--- src/rtl/sm_arith_pkg.sv ---
// sm_arith_pkg: shared constants, op encoding and slice helpers for sign-magnitude arithmetic
package sm_arith_pkg;
    localparam int NW_DEF = 16;
    localparam int SIGN_BIT = NW_DEF;
    localparam logic [NW_DEF:0] SM_ZERO = '0;
    localparam logic [NW_DEF-1:0] MAX_MAG = '1;
    typedef enum logic {OP_ADD = 1'b0, OP_SUB = 1'b1} op_e;
    function automatic logic [NW_DEF-1:0] mag_of(input logic [NW_DEF:0] x);
        return x[NW_DEF-1:0];
    endfunction
    function automatic logic sign_of(input logic [NW_DEF:0] x);
        return x[SIGN_BIT];
    endfunction
endpackage

--- src/rtl/sm_addsub_pipe_if.sv ---
// sm_addsub_pipe_if: operation/result handshake bundle; master drives operations, slave is the pipeline
interface sm_addsub_pipe_if
    import sm_arith_pkg::*;
#(
    parameter int NUMWIDTH = NW_DEF,
    parameter int TAG_W = 8
);
    logic                in_valid;
    logic                in_ready;
    logic [NUMWIDTH:0]   in_a;
    logic [NUMWIDTH:0]   in_b;
    logic                in_sub;
    logic [TAG_W-1:0]    in_tag;
    logic                out_valid;
    logic                out_ready;
    logic [NUMWIDTH:0]   out_sum;
    logic                out_ovf;
    logic [TAG_W-1:0]    out_tag;
    modport master (
        output in_valid, in_a, in_b, in_sub, in_tag, out_ready,
        input  in_ready, out_valid, out_sum, out_ovf, out_tag
    );
    modport slave (
        input  in_valid, in_a, in_b, in_sub, in_tag, out_ready,
        output in_ready, out_valid, out_sum, out_ovf, out_tag
    );
endinterface

--- src/rtl/sm_mag_order.sv ---
// sm_mag_order: orders two magnitudes (big, small) and derives result sign and add/diff kind
module sm_mag_order #(
    parameter int NUMWIDTH = 16
) (
    input  logic [NUMWIDTH-1:0] i_a_mag,
    input  logic [NUMWIDTH-1:0] i_b_mag,
    input  logic                i_a_sgn,
    input  logic                i_b_sgn,
    output logic [NUMWIDTH-1:0] o_big,
    output logic [NUMWIDTH-1:0] o_small,
    output logic                o_sgn,
    output logic                o_is_add
);
    logic w_a_ge;
    // equal magnitudes pick a; a zero difference is normalised downstream
    always_comb begin
        w_a_ge   = i_a_mag >= i_b_mag;
        o_is_add = i_a_sgn == i_b_sgn;
        o_big    = w_a_ge ? i_a_mag : i_b_mag;
        o_small  = w_a_ge ? i_b_mag : i_a_mag;
        o_sgn    = (o_is_add || w_a_ge) ? i_a_sgn : i_b_sgn;
    end
endmodule

--- src/rtl/sm_addsub_pipe.sv ---
// sm_addsub_pipe: 2-stage sign-magnitude add/sub with handshakes; SM_SAT_EN selects saturating overflow
module sm_addsub_pipe
    import sm_arith_pkg::*;
#(
    parameter int NUMWIDTH = NW_DEF,
    parameter int TAG_W = 8,
    parameter int CNT_W = 16
) (
    input  logic               clk,
    input  logic               rst,
    sm_addsub_pipe_if.slave    io,
    input  logic               cnt_clr,
    output logic [CNT_W-1:0]   ovf_cnt
);
    logic                r_s1_valid;
    logic [NUMWIDTH-1:0] r_s1_big;
    logic [NUMWIDTH-1:0] r_s1_small;
    logic                r_s1_sgn;
    logic                r_s1_add;
    logic [TAG_W-1:0]    r_s1_tag;
    logic                r_s2_valid;
    logic [NUMWIDTH:0]   r_out_sum;
    logic                r_out_ovf;
    logic [TAG_W-1:0]    r_out_tag;
    logic [CNT_W-1:0]    r_ovf_cnt;
    logic                w_s1_load;
    logic                w_s2_load;
    logic [NUMWIDTH-1:0] w_a_mag;
    logic [NUMWIDTH-1:0] w_b_mag;
    logic                w_a_sgn;
    logic                w_b_sgn;
    logic [NUMWIDTH-1:0] w_big;
    logic [NUMWIDTH-1:0] w_small;
    logic                w_sgn;
    logic                w_is_add;
    logic [NUMWIDTH:0]   w_sum;
    logic                w_ovf;
    logic [NUMWIDTH-1:0] w_mag;

    assign w_s2_load   = !r_s2_valid || io.out_ready;
    assign w_s1_load   = !r_s1_valid || w_s2_load;
    assign io.in_ready = w_s1_load;
    assign io.out_valid = r_s2_valid;
    assign io.out_sum  = r_out_sum;
    assign io.out_ovf  = r_out_ovf;
    assign io.out_tag  = r_out_tag;
    assign ovf_cnt     = r_ovf_cnt;

    // effective signs; a zero magnitude always counts as positive
    always_comb begin
        w_a_mag = io.in_a[NUMWIDTH-1:0];
        w_b_mag = io.in_b[NUMWIDTH-1:0];
        w_a_sgn = io.in_a[NUMWIDTH] & (|w_a_mag);
        w_b_sgn = (io.in_b[NUMWIDTH] ^ (op_e'(io.in_sub) == OP_SUB)) & (|w_b_mag);
    end

    sm_mag_order #(.NUMWIDTH(NUMWIDTH)) u_order (
        .i_a_mag  (w_a_mag),
        .i_b_mag  (w_b_mag),
        .i_a_sgn  (w_a_sgn),
        .i_b_sgn  (w_b_sgn),
        .o_big    (w_big),
        .o_small  (w_small),
        .o_sgn    (w_sgn),
        .o_is_add (w_is_add)
    );

    // stage 1: capture ordered operands, result sign, op kind and tag
    always_ff @(posedge clk) begin
        if (rst) begin
            r_s1_valid <= 1'b0;
        end else if (w_s1_load) begin
            r_s1_valid <= io.in_valid;
            if (io.in_valid) begin
                r_s1_big   <= w_big;
                r_s1_small <= w_small;
                r_s1_sgn   <= w_sgn;
                r_s1_add   <= w_is_add;
                r_s1_tag   <= io.in_tag;
            end
        end
    end

    // magnitude arithmetic with overflow handling; big >= small so the difference never borrows
    always_comb begin
        w_sum = r_s1_add ? ({1'b0, r_s1_big} + {1'b0, r_s1_small}) : {1'b0, r_s1_big - r_s1_small};
        w_ovf = r_s1_add & w_sum[NUMWIDTH];
`ifdef SM_SAT_EN
        w_mag = w_ovf ? {NUMWIDTH{1'b1}} : w_sum[NUMWIDTH-1:0];
`else
        w_mag = w_sum[NUMWIDTH-1:0];
`endif
    end

    // stage 2: result register feeding the outputs, with -0 folded to +0
    always_ff @(posedge clk) begin
        if (rst) begin
            r_s2_valid <= 1'b0;
            r_out_sum  <= '0;
            r_out_ovf  <= 1'b0;
            r_out_tag  <= '0;
        end else if (w_s2_load) begin
            r_s2_valid <= r_s1_valid;
            if (r_s1_valid) begin
                r_out_sum <= {r_s1_sgn & (|w_mag), w_mag};
                r_out_ovf <= w_ovf;
                r_out_tag <= r_s1_tag;
            end
        end
    end

    // overflow event counter: saturating, clear takes priority over a coincident event
    always_ff @(posedge clk) begin
        if (rst || cnt_clr) begin
            r_ovf_cnt <= '0;
        end else if (r_s2_valid && io.out_ready && r_out_ovf && !(&r_ovf_cnt)) begin
            r_ovf_cnt <= r_ovf_cnt + 1'b1;
        end
    end
endmodule

--- src/flat_wrapper.sv ---
// flat-port wrapper written by rule: the top's interface ports become plain ports
module sm_addsub_pipe_flat import sm_arith_pkg::*;
#(
    parameter int NUMWIDTH = NW_DEF,
    parameter int TAG_W = 8,
    parameter int CNT_W = 16
)
  (clk, rst, cnt_clr, ovf_cnt, io_in_valid, io_in_a, io_in_b, io_in_sub, io_in_tag, io_out_ready, io_in_ready, io_out_valid, io_out_sum, io_out_ovf, io_out_tag);
  sm_addsub_pipe_if #(.NUMWIDTH(NUMWIDTH), .TAG_W(TAG_W)) io_i ();
  input  logic clk;
  input  logic rst;
  input  logic cnt_clr;
  output logic [CNT_W-1:0] ovf_cnt;
  input wire logic [$bits(io_i.in_valid)-1:0] io_in_valid;
  input wire logic [$bits(io_i.in_a)-1:0] io_in_a;
  input wire logic [$bits(io_i.in_b)-1:0] io_in_b;
  input wire logic [$bits(io_i.in_sub)-1:0] io_in_sub;
  input wire logic [$bits(io_i.in_tag)-1:0] io_in_tag;
  input wire logic [$bits(io_i.out_ready)-1:0] io_out_ready;
  output wire logic [$bits(io_i.in_ready)-1:0] io_in_ready;
  output wire logic [$bits(io_i.out_valid)-1:0] io_out_valid;
  output wire logic [$bits(io_i.out_sum)-1:0] io_out_sum;
  output wire logic [$bits(io_i.out_ovf)-1:0] io_out_ovf;
  output wire logic [$bits(io_i.out_tag)-1:0] io_out_tag;
  assign io_i.in_valid = io_in_valid;
  assign io_i.in_a = io_in_a;
  assign io_i.in_b = io_in_b;
  assign io_i.in_sub = io_in_sub;
  assign io_i.in_tag = io_in_tag;
  assign io_i.out_ready = io_out_ready;
  assign io_in_ready = io_i.in_ready;
  assign io_out_valid = io_i.out_valid;
  assign io_out_sum = io_i.out_sum;
  assign io_out_ovf = io_i.out_ovf;
  assign io_out_tag = io_i.out_tag;
  sm_addsub_pipe #(.NUMWIDTH(NUMWIDTH), .TAG_W(TAG_W), .CNT_W(CNT_W)) u_core (.clk(clk), .rst(rst), .io(io_i), .cnt_clr(cnt_clr), .ovf_cnt(ovf_cnt));
endmodule
--- config.mk ---
export PLATFORM = sky130hd
export DESIGN_NAME = sm_addsub_pipe_flat
export DESIGN_NICKNAME = d
export VERILOG_FILES = /design/src/rtl/sm_arith_pkg.sv /design/src/rtl/sm_addsub_pipe_if.sv /design/src/rtl/sm_mag_order.sv /design/src/rtl/sm_addsub_pipe.sv /design/src/flat_wrapper.sv
export SDC_FILE = /design/constraint.sdc
export NUM_CORES = 1
export LEC_CHECK = 0
export ABC_AREA = 0
export ABC_CLOCK_PERIOD_IN_PS = 9500
export CORE_MARGIN = 4
export CORE_UTILIZATION = 25
export DETAILED_ROUTE_END_ITERATION = 8
export SLEW_MARGIN = 15
export SYNTH_ARGS = -nofsm -noshare
export SYNTH_HDL_FRONTEND = slang
export SYNTH_SLANG_ARGS = --single-unit
export TNS_END_PERCENT = 30
--- constraint.sdc ---
create_clock -name clk -period 9.5 [get_ports clk]
set_input_delay 2.85 -clock clk [delete_from_list [all_inputs] [get_ports clk]]
set_output_delay 2.85 -clock clk [all_outputs]
set_load 0.05 [all_outputs]
==> reports/summary.md <==
The via count of the first global-routing pass came out at 4095. The total global routing overflow is 0, and the number of register bits inferred by synthesis is 86. The tools report the worst relative slew slack as 0.319. Setup total negative slack on the finished layout was measured at 0 ns. The port buffer count is 91, and the final critical-path share of the clock period is 0.763.

At the end of routability-driven placement, the weighted congestion stood at 0.832. Setup violations remaining at the end of the flow were counted as 0. The fraction of power spent switching nets was 0.300.

The placement-stage worst setup slack was 2.28 ns; the net count of the mapped netlist was 673. TritonCTS built the clock tree. For this run, the number of Yosys warnings is 0. The routed via count is 4327. The run gives 0.424 as the sequential fraction of design power. The floorplan has 53 rows.

The run gives 21300 um as the global-route wire length before repair. After layout, the worst setup slack is 2.25 ns. The critical path ends at io_in_ready. Across the VDD grid, the largest voltage drop is 0.0000650 V.

The worst register-to-register path has a setup slack of 6.37 ns. The count of hold-fix buffers inserted at cts was 0. The most used flip-flop cell after synthesis is sky130_fd_sc_hd__dfxtp_1. The post-CTS setup buffer count is 0, and the die span in x is 155 um.

Dividing the detail-routed wire length by the instance count gives 14.2 um. For the pin with the worst max-slew slack, the measured transition is 1.02 ns. The mean instance size in the synthesized netlist is 9.44 um2. The count of flip-flops with a built-in enable after synthesis was 42; the share of synthesized flip-flops with an asynchronous set or reset was 0. The worst reg2reg path startpoint was u_core.r_s1_small[1]. The detailed router finished its first iteration with 151 violations.

The start point of the critical path is io_out_ready. The critical path is of the in -> out type. The number of buffers and inverters on the critical path was 2. The logs give 4.40 ns for the arrival time reported for the critical path endpoint and 0.00266 uW for the static leakage.

The reported max-cap violation count came out at 0. The run gives 0.110 as the overall global routing resource usage. Among all stages on the critical path, the largest delay is contributed by sky130_fd_sc_hd__clkdlybuf4s50_1. The number of cells on the worst reg-to-reg path was 11; the antenna diode instance count was 0. In this run the deepest clock path goes through 2 buffers. The share of cells above drive strength 1 works out to 0.0939. HPWL after detailed placement: 10200 um. The flow ran to the end, and the final reports show no timing, DRC or antenna violations.

The net switching component of the power came out at 298 uW. STA classifies the critical path endpoint as an output pin. The tools report the setup clock skew after layout as 0.0108 ns.

Using the TritonRoute via totals, the vias-per-cell ratio works out to 4.63. CTS built an H-tree with a depth of 3. For the number of cells upsized or downsized after cts, the log shows 0. The overall routed net length was 13200 um. Setup repair after global routing left no endpoint under its margin.

Worst min-delay path class: reg -> reg. Timing would allow up to 138 MHz. The core region area is 0.0212 mm2. For the initial standard-cell utilization of the core, the log shows 0.256.

For the post-synthesis cell type count, the log shows 59. For this run, design rule violations remaining after detail routing come to 0. The cell that appears most often on the critical path is sky130_fd_sc_hd__clkdlybuf4s50_1. The die is 155 um tall. The clock net in this run drives a total of 86 sinks.

The run gives 0 as the count of final hold-check violations. The run gives 4 as the number of iterations in the first detailed-routing pass. The tools report the clock root buffer as sky130_fd_sc_hd__clkbuf_16.

The post-layout net count is 754, and the instance count on the critical path is 4. TritonCTS created 9 clock buffers. The top fanout value on the critical path was 5; the largest net degree at the start of global routing was 43.

The initial antenna violation count is 0, and the clock group share of total power is 0.325. Gate count after technology mapping: 574. Among cell families on the critical path, the largest total delay comes from buffers and inverters. The internal power is 696 uW.

92 I/O pins were placed. The tools report the kind of start point of the critical path as an input pin. For the max-slew violation total from the final report, the log shows 0.

Delay of the slowest cell on the worst path: 0.71 ns. The die covers 0.0241 mm2. The fraction of the yosys area taken by sequential cells was 0.395; the power density normalized to cell area was 145 mW/mm2. The fraction of power consumed by combinational cells is 0.251, and the layout overhead on the synthesized area is 26.9%.

The clock-pin slew on the worst setup and hold paths is 0.06 ns, and the clock latency on the worst-skew pair is 0.34 ns. Final critical path time including I/O delays and setup: 7.25 ns. The endpoint identified for the worst register-to-register timing path is u_core.io.out_sum[16]. After synthesis the cells add up to 0.00542 mm2.

Walking the worst path, the cells encountered are clkdlybuf4s50_1 -> nor2b_1 -> nand2_1 -> clkdlybuf4s50_1. Once detail routing completed, the nets flagged for antenna violations numbered 0. Data on the critical path is required at its endpoint by 6.65 ns.
[layout by cell type, fill, tap and decap left out, types with 5 or more instances in the layout]
cell,synthesis,routed
sky130_fd_sc_hd__clkdlybuf4s50_1,0,91
sky130_fd_sc_hd__a21oi_1,44,44
sky130_fd_sc_hd__o2111ai_1,5,5
sky130_fd_sc_hd__nand2_1,46,46
sky130_fd_sc_hd__xnor2_1,14,14
sky130_fd_sc_hd__nand3_1,10,10
sky130_fd_sc_hd__mux2_2,33,33
sky130_fd_sc_hd__inv_1,51,51
sky130_fd_sc_hd__dfxtp_1,44,44
sky130_fd_sc_hd__nand2b_1,6,6
sky130_fd_sc_hd__o21ai_0,11,11
sky130_fd_sc_hd__a31oi_1,5,5
sky130_fd_sc_hd__nor2_1,53,53
sky130_fd_sc_hd__ha_1,49,49
sky130_fd_sc_hd__xor2_1,11,11
sky130_fd_sc_hd__nand4_1,6,6
sky130_fd_sc_hd__nor4_1,8,8
sky130_fd_sc_hd__a211oi_1,10,10
sky130_fd_sc_hd__clkbuf_16,0,9
sky130_fd_sc_hd__and3_1,5,5
sky130_fd_sc_hd__nor3_1,15,15
sky130_fd_sc_hd__edfxtp_1,42,42
sky130_fd_sc_hd__a21o_1,10,10
sky130_fd_sc_hd__buf_4,0,5
[how the worst min path moves through the flow]
stage / to / slack (ns) / start / cells past startpoint
3_3_place_gp: u_core.io.out_tag[3] / 0.44 / u_core.io.out_tag[3] / 2
4_1_cts: u_core.io.out_tag[3] / 0.46 / u_core.io.out_tag[3] / 2
5_1_grt: u_core.io.out_sum[1] / 0.48 / u_core.io.out_sum[1] / 2
6_report: u_core.io.out_tag[4] / 0.46 / u_core.io.out_tag[4] / 2
2_1_floorplan: u_core.io.out_tag[0] / 0.47 / u_core.r_s1_tag[0] / 2
3_5_place_dp: u_core.io.out_tag[3] / 0.45 / u_core.io.out_tag[3] / 2
[power groups by stage]
stage	clock [uW]	sequential, uW	combinational, uW
floorplan	0	454	144
global placement	0	429	248
detailed placement	0	430	251
CTS	337	422	252
global route	354	424	275
finish	323	421	250
[cells in the mapped netlist, drive strengths merged (5+ instances only)]
library cell / count / share of area
edfxtp: 42 / 0.23
ha: 49 / 0.11
a31oi: 6 / 0.0097
a21o: 11 / 0.015
nor3: 15 / 0.014
mux2: 33 / 0.069
nand3: 10 / 0.0092
and3: 5 / 0.0058
nor2b: 5 / 0.0058
nor2: 53 / 0.037
xor2: 11 / 0.018
dfxtp: 44 / 0.16
a21oi: 44 / 0.041
a211oi: 10 / 0.014
nand4: 6 / 0.0069
xnor2: 14 / 0.023
buf: 8 / 0.0067
o2111ai: 5 / 0.0081
nand2: 46 / 0.032
inv: 51 / 0.035
o21ai: 12 / 0.011
nand2b: 7 / 0.0095
clkbuf: 18 / 0.013
nor4: 8 / 0.0092
[through the flow]
stage          hold WS, ns  instances  instance area [um2]  power [uW]  utilization
2_1_floorplan        0.471        574                 5420         599            -
3_5_place_dp         0.451        919                 6610         681        0.313
3_3_place_gp         0.445        919                 6610         677        0.313
6_report             0.457        935                 6880         995        0.325
4_1_cts              0.458        935                 6880        1010        0.325
5_1_grt              0.477        935                 6880        1050        0.325
[registers in the layout, indices dropped and copies added (netlist names), 8 cells and up]
| name | count |
|---|---|
| u_core.r_s1_tag | 8 |
| u_core.r_s1_big | 16 |
| u_core.ovf_cnt | 16 |
| u_core.io.out_tag | 8 |
| u_core.io.out_sum | 17 |
| u_core.r_s1_small | 16 |
[worst register-to-register path: stages (launching register included)]
cell and delay [ns]:
sky130_fd_sc_hd__edfxtp_1 0.46, sky130_fd_sc_hd__inv_1 0.14, sky130_fd_sc_hd__ha_1 0.25, sky130_fd_sc_hd__nand2b_4 0.15, sky130_fd_sc_hd__a2111o_1 0.44, sky130_fd_sc_hd__a2111o_1 0.48
sky130_fd_sc_hd__a21oi_1 0.22, sky130_fd_sc_hd__a211o_1 0.16, sky130_fd_sc_hd__mux2i_1 0.24, sky130_fd_sc_hd__and4_1 0.22, sky130_fd_sc_hd__nand4_1 0.09, sky130_fd_sc_hd__o21a_1 0.18
[routing by layer]
| layer | track usage | wire, um | vias up |
|---|---|---|---|
| met5 | 0 | 0 | - |
| met4 | 0.0288 | 151 | 0 |
| met3 | 0.0270 | 717 | 13 |
| met2 | 0.165 | 5620 | 99 |
| met1 | 0.158 | 6740 | 1990 |
| li1 | - | - | 2225 |
[cell families after synthesis]
family,after synthesis,share of synthesized area
AO/OA/AOI/OAI,125,0.158
flip-flops,86,0.395
AND/OR/NAND/NOR,174,0.157
buffers and inverters,77,0.0550
multiplexers,36,0.0741
adder cells (fa/ha/maj),51,0.121
XOR/XNOR,25,0.0404
[final cells by class]
class / count / area [um2]
clock buffers: 10 / 229
clock inverters: 6 / 37.5
fillers: 2207 / 14300
inverters: 51 / 191
multi-input cells: 411 / 2990
flip-flops and latches: 86 / 2140
well taps: 275 / 344
repair buffers: 96 / 948
(Power assumes the default switching activity.)
